$ cat src/rtl/ps2_pkg.sv
// ps2_pkg: shared constants, FSM state type and parity helper for the PS/2 key decoder.
package ps2_pkg;
   typedef enum logic [2:0] {
      ST_IDLE   = 3'd0,
      ST_EXT    = 3'd1,
      ST_BRK    = 3'd2,
      ST_EXTBRK = 3'd3,
      ST_SKIP   = 3'd4
   } ps2_state_e;
   localparam logic [7:0] PS2_EXT   = 8'hE0;
   localparam logic [7:0] PS2_BRK   = 8'hF0;
   localparam logic [7:0] PS2_PAUSE = 8'hE1;
   localparam logic [2:0] PS2_PAUSE_SKIP = 3'd7;
   localparam int KEY_STB = 10;
   localparam int KEY_PRS = 9;
   localparam int KEY_EXT = 8;
   function automatic logic odd_parity_ok(input logic [8:0] d);
      return ^d;
   endfunction
endpackage

$ cat src/rtl/ps2_rx_frame.sv
// ps2_rx_frame: synchronizes and filters the PS/2 pins and receives 11-bit frames.
// Parity is enforced only when PS2_PARITY_CHECK_EN is defined.
module ps2_rx_frame
   import ps2_pkg::*;
#(
   parameter int FILTER_LEN     = 8,
   parameter int TIMEOUT_CYCLES = 24000
) (
   input  logic       clk_i,
   input  logic       rst_i,
   input  logic       ps2_clk_i,
   input  logic       ps2_data_i,
   output logic       byte_valid_o,
   output logic [7:0] byte_o,
   output logic       frame_err_o
);
   localparam int FW = $clog2(FILTER_LEN + 1);
   localparam int TW = $clog2(TIMEOUT_CYCLES + 1);
   logic [1:0]    raw;
   logic [1:0]    s1_q, s2_q, filt_q;
   logic [FW-1:0] fcnt_q [2];
   logic          clk_prev_q, fall, din, par_ok, ok;
   logic [3:0]    bit_q, bit_d;
   logic [8:0]    sr_q, sr_d;
   logic [TW-1:0] to_q, to_d;
   logic          valid_d, err_d, valid_q, err_q;
   logic [7:0]    byte_q;
   assign raw = {ps2_data_i, ps2_clk_i};
   // bit 0 is the clock, bit 1 the data; both idle high
   always_ff @(posedge clk_i) begin
      if (rst_i) begin
         s1_q       <= 2'b11;
         s2_q       <= 2'b11;
         filt_q     <= 2'b11;
         clk_prev_q <= 1'b1;
         for (int i = 0; i < 2; i++) fcnt_q[i] <= '0;
      end else begin
         s1_q       <= raw;
         s2_q       <= s1_q;
         clk_prev_q <= filt_q[0];
         for (int i = 0; i < 2; i++) begin
            if (s2_q[i] == filt_q[i]) fcnt_q[i] <= '0;
            else if (fcnt_q[i] == FW'(FILTER_LEN - 1)) begin
               filt_q[i] <= s2_q[i];
               fcnt_q[i] <= '0;
            end else fcnt_q[i] <= fcnt_q[i] + 1'b1;
         end
      end
   end
   assign fall = clk_prev_q & ~filt_q[0];
   assign din  = filt_q[1];
`ifdef PS2_PARITY_CHECK_EN
   assign par_ok = odd_parity_ok(sr_q);
`else
   assign par_ok = 1'b1;
`endif
   assign ok = din & par_ok;
   always_comb begin
      bit_d   = bit_q;
      sr_d    = sr_q;
      to_d    = to_q;
      valid_d = 1'b0;
      err_d   = 1'b0;
      if (fall) begin
         to_d = '0;
         if (bit_q == 4'd0) begin
            bit_d = din ? 4'd0 : 4'd1;
            err_d = din;
         end else if (bit_q == 4'd10) begin
            bit_d   = 4'd0;
            valid_d = ok;
            err_d   = ~ok;
         end else begin
            sr_d  = {din, sr_q[8:1]};
            bit_d = bit_q + 4'd1;
         end
      end else if (bit_q == 4'd0) to_d = '0;
      else if (to_q == TW'(TIMEOUT_CYCLES - 1)) begin
         bit_d = 4'd0;
         err_d = 1'b1;
         to_d  = '0;
      end else to_d = to_q + 1'b1;
   end
   always_ff @(posedge clk_i) begin
      if (rst_i) begin
         bit_q   <= '0;
         sr_q    <= '0;
         to_q    <= '0;
         valid_q <= 1'b0;
         err_q   <= 1'b0;
         byte_q  <= '0;
      end else begin
         bit_q   <= bit_d;
         sr_q    <= sr_d;
         to_q    <= to_d;
         valid_q <= valid_d;
         err_q   <= err_d;
         if (valid_d) byte_q <= sr_q[7:0];
      end
   end
   assign byte_valid_o = valid_q;
   assign byte_o       = byte_q;
   assign frame_err_o  = err_q;
endmodule

$ cat src/rtl/ps2_key_decoder.sv
// ps2_key_decoder: turns PS/2 scancode sequences into the toggle-strobe ps2_key event word.
// Build option PS2_PARITY_CHECK_EN (in ps2_rx_frame) drops frames with bad parity.
module ps2_key_decoder
   import ps2_pkg::*;
#(
   parameter int FILTER_LEN     = 8,
   parameter int TIMEOUT_CYCLES = 24000
) (
   input  logic        clk_sys,
   input  logic        reset,
   input  logic        ps2_clk,
   input  logic        ps2_data,
   output logic [10:0] ps2_key,
   output logic        frame_err
);
   logic       byte_valid;
   logic [7:0] rx_byte;
   ps2_state_e state_q, state_d;
   logic [2:0] skip_q, skip_d;
   logic [10:0] key_q, key_d;
   logic       emit, prs, ext;
   ps2_rx_frame #(.FILTER_LEN(FILTER_LEN), .TIMEOUT_CYCLES(TIMEOUT_CYCLES)) u_rx (
      .clk_i       (clk_sys),
      .rst_i       (reset),
      .ps2_clk_i   (ps2_clk),
      .ps2_data_i  (ps2_data),
      .byte_valid_o(byte_valid),
      .byte_o      (rx_byte),
      .frame_err_o (frame_err)
   );
   always_comb begin
      state_d = state_q;
      skip_d  = skip_q;
      emit    = 1'b0;
      prs     = 1'b1;
      ext     = 1'b0;
      if (byte_valid) begin
         case (state_q)
            ST_IDLE: begin
               if (rx_byte == PS2_EXT) state_d = ST_EXT;
               else if (rx_byte == PS2_BRK) state_d = ST_BRK;
               else if (rx_byte == PS2_PAUSE) begin
                  state_d = ST_SKIP;
                  skip_d  = PS2_PAUSE_SKIP;
               end else emit = 1'b1;
            end
            ST_EXT: begin
               if (rx_byte == PS2_BRK) state_d = ST_EXTBRK;
               else if (rx_byte != PS2_EXT) begin
                  emit    = 1'b1;
                  ext     = 1'b1;
                  state_d = ST_IDLE;
               end
            end
            ST_BRK: begin
               emit    = 1'b1;
               prs     = 1'b0;
               state_d = ST_IDLE;
            end
            ST_EXTBRK: begin
               emit    = 1'b1;
               prs     = 1'b0;
               ext     = 1'b1;
               state_d = ST_IDLE;
            end
            ST_SKIP: begin
               skip_d  = skip_q - 3'd1;
               state_d = (skip_q == 3'd1) ? ST_IDLE : ST_SKIP;
            end
            default: state_d = ST_IDLE;
         endcase
      end
      key_d = emit ? {~key_q[KEY_STB], prs, ext, rx_byte} : key_q;
   end
   always_ff @(posedge clk_sys) begin
      if (reset) begin
         state_q <= ST_IDLE;
         skip_q  <= '0;
         key_q   <= '0;
      end else begin
         state_q <= state_d;
         skip_q  <= skip_d;
         key_q   <= key_d;
      end
   end
   assign ps2_key = key_q;
endmodule

$ cat config.mk
export PLATFORM = sky130hd
export DESIGN_NAME = ps2_key_decoder
export DESIGN_NICKNAME = d
export VERILOG_FILES = /design/src/rtl/ps2_pkg.sv /design/src/rtl/ps2_rx_frame.sv /design/src/rtl/ps2_key_decoder.sv
export SDC_FILE = /design/constraint.sdc
export NUM_CORES = 1
export LEC_CHECK = 0
export CORE_UTILIZATION = 40
export DETAILED_ROUTE_END_ITERATION = 8
export SETUP_SLACK_MARGIN = 0.05
export SLEW_MARGIN = 30
export SYNTH_ARGS = -nofsm -noshare
export SYNTH_HDL_FRONTEND = slang
export SYNTH_SLANG_ARGS = --single-unit
$ cat constraint.sdc
create_clock -name clk_sys -period 2.5 [get_ports clk_sys]
set_clock_uncertainty 0.2 [all_clocks]
set_input_delay 0.5 -clock clk_sys [delete_from_list [all_inputs] [get_ports clk_sys]]
set_output_delay 0.5 -clock clk_sys [all_outputs]
set_load 0.05 [all_outputs]
* Word-level counts from Yosys, hierarchy flattened *
Memories as Yosys holds them, arrays and structs flattened.
Index checks and enable logic that the tools add are counted.
Widths: inputs -> output; s select.

storage, ports and cells
  bits in registers = 62
  memories kept = 1
  logic and storage cells = 133
  output and inout bits = 12
  memory bits (writable) = 8
  bits of input ports = 4

cells by class
  reduce and logical (&&, ||, !) cells = 12
  bitwise gates (word level) = 14
  equality and inequality tests = 21
  multiplexer cells = 66
  add/subtract/negate cells = 5

memory list
  memory       depth  bits a word  read ports  clocked after memory_dff  wr ports  RTL line            source
  u_rx.fcnt_q  2      4            2           0                         2         ps2_rx_frame.sv:21  logic [FW-1:0] fcnt_q [2];

operators with widths
  cell                   count
  $mux 4                 11
  $mux 1                 42
  $mux 3                 9
  $eq 8x8->1 const B     3
  $add 15x1->15 const B  1
  $eq 15x15->1 const B   1
  $add 4x1->4 const B    3
  $pmux 3 s3             1
  $eq 4x3->1 const B     2
  $ne 8x8->1 const B     1
  $not 1->1              7
  $eq 3x1->1 const B     2
  $eq 3x2->1 const B     2
  $ne 2x2->1 const B     3
  $or 1x1->1             6
  $pmux 3 s2             1
  $reduce_and 2->1       3
  $reduce_and 3->1       2
  $reduce_and 5->1       1
  $eq 4x4->1 const B     1
  $logic_not 4->1        1
  $ne 4x4->1 const B     1
  $reduce_bool 2->1      2
  $reduce_or 4->1        1
  other kinds (10)       11

* Longest topological paths before layout *
Gate-level depths: netlist (run 1).
An unclocked memory read counts as a cell.

  word-level depth = 8
  gate-level depth with buffers = 9
  depth with buffers taken out = 6

* Hierarchy *
Synthesis (run 1) repeated with hierarchy kept, for this count alone.

second synthesis, totals
  cell total of the unflattened synthesis = 309
  area total of the unflattened synthesis = 3056.7 um2

modules (own cells, without submodules)
  module           area each (um2)  seq. area each (um2)  instances  cells an instance
  ps2_rx_frame     2245.9           1141.1                1          223
  ps2_key_decoder  810.8            340.3                 1          86

* Least setup slack after synthesis (run 1) *
No wires, ideal clock.

  path kind = register to register
  start = reg u_rx.byte_q[1] (netlist: u_rx.byte_o[1])
  end = reg key_q[1] (netlist: ps2_key[1])
  data required time = 2.172 ns
  arrival time = 1.871 ns
  path buffers = 1
  stages on the path, launching flop included = 6
  setup slack = 0.301 ns
  cells stage by stage = dfxtp_1 or4b_1 buf_6 o41ai_4 mux2i_1 nor2_1

between the ends
  word-level cells in the longest chain between the ends = 6
  elaborated cells between the ends (all ways) = 11

ends and longest elaborated chain
  element                 RTL line               source
  from (decl)             ps2_rx_frame.sv:27     logic [7:0] byte_q;
  from (signal assigned)  ps2_rx_frame.sv:98     if (valid_d) byte_q <= sr_q[7:0];
  $eq 8x8->1              ps2_key_decoder.sv:42  else if (rx_byte == PS2_PAUSE) begin
  $mux 1                  ps2_key_decoder.sv:42
  $mux 1                  ps2_key_decoder.sv:41  else if (rx_byte == PS2_BRK) state_d = ST_BRK;
  $mux 1                  ps2_key_decoder.sv:40  if (rx_byte == PS2_EXT) state_d = ST_EXT;
  $pmux 1 s3              ps2_key_decoder.sv:38  case (state_q)
  $mux 1                  ps2_key_decoder.sv:37  if (byte_valid) begin
  to (signal assigned)    ps2_key_decoder.sv:83  key_q <= key_d;
  to (decl)               ps2_key_decoder.sv:20  logic [10:0] key_q, key_d;

Parallel ways exist; a longest one is shown, timed or not.
A chain may end at the register's enable or synchronous reset.

* Worst setup path in the final report (run 1) *
  start = reg u_rx.to_q[6]
  end = reg u_rx.bit_q[3]

between the ends
  word-level cells in the longest chain between the ends = 3

ends and longest elaborated chain
  element                             RTL line            source
  from (decl)                         ps2_rx_frame.sv:25  logic [TW-1:0] to_q, to_d;
  from (signal assigned)              ps2_rx_frame.sv:95  to_q <= to_d;
  $eq 15x15->1                        ps2_rx_frame.sv:78  else if (to_q == TW'(TIMEOUT_CYCLES - 1)) begin
  $reduce_bool 2->1 (no source line)  -
  $reduce_and 2->1 (no source line)   -
  to (signal assigned)                ps2_rx_frame.sv:93  bit_q <= bit_d;
  to (decl)                           ps2_rx_frame.sv:23  logic [3:0] bit_q, bit_d;

Every way passes these cells.

==> flow_summary.toml, run 1 <==
[run_status]
status = "finished, final reports clean"

[setup_path]
crit_arrival_ps = 2270
cp_cell_sequence = "or4b_2 > nor4_2 > nor3_1 > a211o_1"
required_ps = 2530
crit_path_end_kind = "flip-flop"
path_class = "reg2reg"
crit_slowest_cell = "or4b_2"
critPathMaxStageDelay_ps = 690
path_max_fanout = 4
worstSetupStartpointType = "flip-flop"

[pwr]
p_leak_uw = 0.00132
power.total_uw = 2230
irDropWorstVdd_mv = 0.361
cellPowerDensity_nw_per_um2 = 628

[layout]
syn_to_final_growth_pct = 16.6
fin_cells = 452
fin_area_um2 = 3550
layout-drive-gt1-share = 0.0992
fill_cells = 730
finalNetCount = 360
antennaDiodeCount = 0

[routing]
viasPerCell = 4.95
dr_total_vias = 2239
drt-initial-drc-count = 104
routed_wl_mm = 5.35
drt-pass1-iter-count = 4
antenna_left = 0
post_drt_wl_per_cell_um = 11.8
drc = 0

[clock_network]
cts_root_buffer = "clkbuf_8"
post-cts-setup-buffers = 0
cts.sinks = 70
tritoncts = "done"
clockBufferDepth = 2
path_clk_slew_ps = 80
cts_buffers = 9
cts_max_level = 3
clock_latency_ps = 340

[placed_design]
placed_area_um2 = 3320
dpl.hpwl_mm = 3.69
dp.cells = 436
io_buffers = 15
place.gp.congestion = 0.783
pre_cts_ws_ps = 92.0

[floorplanning]
core-area_um2 = 7290
num_rows = 31
ioPinCount = 16
die_area_um2 = 7960
die_width_um = 89.2
die_h_um = 89.2
start_util = 0.417

[synth]
ys_seq_elements = 70
yosysTopAreaCell = "dfxtp_1"
ys_seq_area_frac = 0.487
synthSimpleGateAreaFrac = 0.221
synth_fa_ha_area_frac = 0.0329
synth.distinct_cells = 49
synthCells = 325
syn_area_per_cell_um2 = 9.36
synth_edf_count = 8
synth_compound_area_frac = 0.0999
synth_mux_area_frac = 0.0592
synth_top_area_frac = 0.408
async_reset_ff_frac = 0
synth-main-ff-cell = "dfxtp_1"
synthXorXnorAreaFrac = 0.0576
synth_area_leaders = "dfxtp_1, edfxtp_1, mux2i_1, nor2_1, xnor2_1"
ys_warn_count = 0
synth.cell_area_um2 = 3040
synth_top_family_by_area = "simple AND/OR/NAND/NOR gates"

[sta]
slew-limit-headroom = 0.663
fin_crit_ps = 2240
fmaxAchievable_mhz = 447
setup_tns_ps = 0
fin_crit_sh = 0.895
final_hold_viol_count = 0
setup_viol = 0
layout_setup_ws_ps = 263
drv_slew = 0
rsz0062_at_grt = "no"
worstMarginPinSlew_ps = 504

[flow_run]
max-cap-violations = 0

[global_routing]
grt_pass1_wl_mm = 8.95
top_usage_layer = "met2"
grt_overflow_total = 0
grtUsageTotal = 0.148
grt_pass1_vias = 1984
grtUsageMet2 = 0.226
grt_start_max_net_pins = 24
use_met3 = 0.0508
gr-usage-met1 = 0.192
antenna_found_initial = 0

[hold_path]
hp-class = "reg2reg"
[sequential cells by signal, indices dropped and copies added (netlist names)]
name	cells
ps2_key	11
skip_q	3
state_q	3
u_rx.bit_q	4
u_rx.byte_o	8
u_rx.byte_valid_o	1
u_rx.clk_prev_q	1
u_rx.fcnt_q	8
u_rx.filt_q	2
u_rx.frame_err_o	1
u_rx.s1_q	2
u_rx.s2_q	2
u_rx.sr_q	9
u_rx.to_q	15
[Yosys cell counts, types with 2 or more instances]
library cell / count
a211o_1: 3
a211oi_1: 4
a21oi_1: 11
a221oi_1: 2
a22o_1: 2
and3_1: 3
and3b_1: 2
buf_1: 2
buf_2: 2
clkbuf_1: 12
dfxtp_1: 62
edfxtp_1: 8
ha_1: 8
inv_1: 12
mux2i_1: 18
nand2_1: 20
nand2b_1: 2
nand3_1: 14
nand3b_1: 3
nand4_1: 4
nor2_1: 46
nor2b_1: 5
nor3_1: 13
nor3b_1: 2
nor4_1: 7
o21ai_0: 13
or2_2: 5
xnor2_1: 15
xor2_1: 5
[through the flow]
stage,utilization,hold slack [ps]
2_1_floorplan,-,189
3_3_place_gp,0.455,191
3_5_place_dp,0.455,195
4_1_cts,0.486,214
5_1_grt,0.487,221
6_report,0.487,213
[layout make-up]
class,count,area (um2),share of cell area
flip-flops and latches,70,1480,0.417
multi-input cells,232,1470,0.414
repair buffers,23,205,0.0578
clock buffers,9,124,0.0349
well taps,99,124,0.0349
clock inverters,7,101,0.0286
inverters,12,45.0,0.0127
[layout by cell type, fill, tap and decap left out, types with 11 or more instances in the layout]
cell,count
dfxtp_1,62
nor2_1,46
nand2_1,20
mux2i_1,18
xnor2_1,15
nand3_1,14
clkdlybuf4s50_1,14
nor3_1,13
o21ai_0,13
inv_1,12
a21oi_1,11
[what timing repair did]
item / 4_1_cts / 5_1_grt
hold buffers: 0 / 0
gates resized for setup: 0 / 1
setup endpoints to repair: 0 / 19
[cells by family (layout without fill, tap and decap cells)]
logic type	Yosys count	count (layout)
fa+ha+maj	8	8
flops	70	70
simple gates	134	134
mux	18	18
buf+inv	30	51
xor+xnor	20	20
other cells	1	8
compound gates	44	44
[power breakdown]
| group | leakage (uW) | switching (uW) | internal [uW] |
|---|---|---|---|
| Clock | 0.000115 | 465 | 575 |
| Sequential | 0.000583 | 6.02 | 1140 |
| Combinational | 0.000627 | 24.5 | 15.8 |
[routing by layer]
layer  routed length, um  up-vias
met4                  74        0
met1                2770     1038
met3                 118        9
met5                   0        -
met2                2380       23
li1                    -     1169
[path summary, 6_finish.rpt]
check	start	endpoint	slack (ps)	cells past startpoint
worst max-delay path	u_rx.to_q[6]$_SDFF_PP0_	u_rx.bit_q[3]$_SDFFE_PP0P_	260	4
worst min-delay path	u_rx.s1_q[1]$_SDFF_PP1_	u_rx.s2_q[1]$_SDFF_PP1_	210	1
worst max register to register	u_rx.to_q[6]$_SDFF_PP0_	u_rx.bit_q[3]$_SDFFE_PP0P_	260	4
worst min register to register	u_rx.s1_q[1]$_SDFF_PP1_	u_rx.s2_q[1]$_SDFF_PP1_	210	1
[critical path, delay by kind of cell, from the launching register on]
kind / cells / cell delay (ps)
AOI/OAI and AO/OA: 1 / 310
DFF: 1 / 340
and+or+nand+nor: 3 / 1280
No activity file was read; power rests on OpenSTA's default activity.
==> inputs of run 2 (changes only) <==
--- a/config.mk
+++ b/config.mk
@@ -5,8 +5,9 @@
 export SDC_FILE = /design/constraint.sdc
 export NUM_CORES = 1
 export LEC_CHECK = 0
-export CORE_UTILIZATION = 40
+export CORE_UTILIZATION = 55
 export DETAILED_ROUTE_END_ITERATION = 8
+export PLACE_DENSITY = 0.74
 export SETUP_SLACK_MARGIN = 0.05
 export SLEW_MARGIN = 30
 export SYNTH_ARGS = -nofsm -noshare
==> flow_summary.toml, run 2 (synthesized netlist as in run 1, its figures left out) <==
[layout]
layout_common_cells = "dfxtp_1, nor2_1, nand2_1, mux2i_1, xnor2_1"
fill_cells = 440
fin_util = 0.670
antennaDiodeCount = 0
finalNetCount = 361
regMostFlops = "u_rx.to_q"
final_common_cell = "dfxtp_1"
fin_area_um2 = 3490
syn_to_final_growth_pct = 14.6
seqCellArea_um2 = 1480
largest_reg_flops = 15
layout-drive-gt1-share = 0.0989
multiInputGateArea_um2 = 1460
fin_cells = 424

[floorplanning]
die_area_um2 = 5830
die_width_um = 76.4
start_util = 0.585
num_rows = 26
ioPinCount = 16
die_h_um = 76.4
core-area_um2 = 5200

[sta]
layout_setup_ws_ps = 245
fin_crit_ps = 2260
fmaxAchievable_mhz = 443
fin_crit_sh = 0.902
setup_tns_ps = 0
final_hold_viol_count = 0
slew-limit-headroom = 0.664
drv_slew = 0
setup_viol = 0
worstMarginPinSlew_ps = 503
rsz0062_at_grt = "no"

[routing]
drc = 0
drt-pass1-iter-count = 4
post_drt_wl_per_cell_um = 12.2
antenna_left = 0
dr_total_vias = 2290
routed_wl_mm = 5.16
viasPerCell = 5.40
drt-initial-drc-count = 143

[global_routing]
grtUsageMet2 = 0.308
grt_start_max_net_pins = 23
grt_overflow_total = 0
gr-usage-met1 = 0.259
antenna_found_initial = 0
use_met3 = 0.0671
top_usage_layer = "met2"
grt_pass1_wl_mm = 9.36
grtUsageTotal = 0.202
grt_pass1_vias = 2134

[placed_design]
io_buffers = 15
dp.cells = 408
place.gp.congestion = 0.812
placed_area_um2 = 3290
dpl.hpwl_mm = 3.62
pre_cts_ws_ps = 264

[setup_path]
crit_arrival_ps = 2270
worstSetupStartpointType = "flip-flop"
path_class = "reg2reg"
path_max_fanout = 14
required_ps = 2520
crit_path_end_kind = "flip-flop"

[clock_network]
cts_buffers = 9
cts_root_buffer = "clkbuf_8"
cts_max_level = 3
clock_latency_ps = 350
path_clk_slew_ps = 80
clockBufferDepth = 2
post-cts-setup-buffers = 0
postCtsHoldBufs = 0
tritoncts = "done"
ctsResizeCount = 0
cts.sinks = 70

[flow_run]
max-cap-violations = 0

[pwr]
p_leak_uw = 0.00131
irDropWorstVdd_mv = 0.514
cellPowerDensity_nw_per_um2 = 597

[run_status]
status = "finished, final reports clean"

[hold_path]
hp-class = "reg2reg"
[run 2: cell types whose count changed in the layout (fill, tap and decap cells not counted), sizes merged]
cell | before | now
bufinv | 2 | 0
clkinvlp | 0 | 2
buf | 9 | 10
clkbuf | 9 | 10
clkinv | 1 | 0
[run 2: area by class of cell]
cell class | count | area share
inverter | 12 | 0.0129
multi-input combinational | 232 | 0.419
sequential | 70 | 0.425
tap | 70 | 0.0251
timing repair buffer | 24 | 0.0610
clock inverter | 6 | 0.0144
clock buffer | 10 | 0.0427
[run 2: final timing paths]
check,endpoint,slack (ps),depth (start not counted),startpoint
setup / recovery,u_rx.to_q[2]$_SDFF_PP0_,240,4,u_rx.to_q[6]$_SDFF_PP0_
hold / removal,u_rx.s2_q[1]$_SDFF_PP1_,220,1,u_rx.s1_q[1]$_SDFF_PP1_
setup reg to reg,u_rx.to_q[2]$_SDFF_PP0_,240,4,u_rx.to_q[6]$_SDFF_PP0_
hold reg to reg,u_rx.s2_q[1]$_SDFF_PP1_,220,1,u_rx.s1_q[1]$_SDFF_PP1_
[run 2: through the flow]
stage          hold slack (ps)  total power, uW
2_1_floorplan              189             1200
3_5_place_dp               200             1220
6_report                   221             2080
3_3_place_gp               192             1220
5_1_grt                    242             2170
4_1_cts                    226             2110
[run 2: per-layer routing]
metal / wire length, um / vias to the layer above / share of wire
met4: 62 / 0 / 0.012
met2: 2330 / 36 / 0.45
met3: 180 / 8 / 0.035
li1: - / 1172 / -
met5: 0 / - / 0
met1: 2600 / 1074 / 0.50
[run 2: report_power, final]
group	internal (uW)	switching, uW	leakage [uW]
Sequential	1140	6.00	0.000583
Clock	434	455	0.0000969
Combinational	16.1	25.5	0.000632
Total	1590	486	0.00131
[run 2: worst max-delay path: stages, from the launching register on]
cell	delay [ps]
dfxtp_1	340
or4b_2	670
nor4_1	370
or4_1	440
nor2_1	100
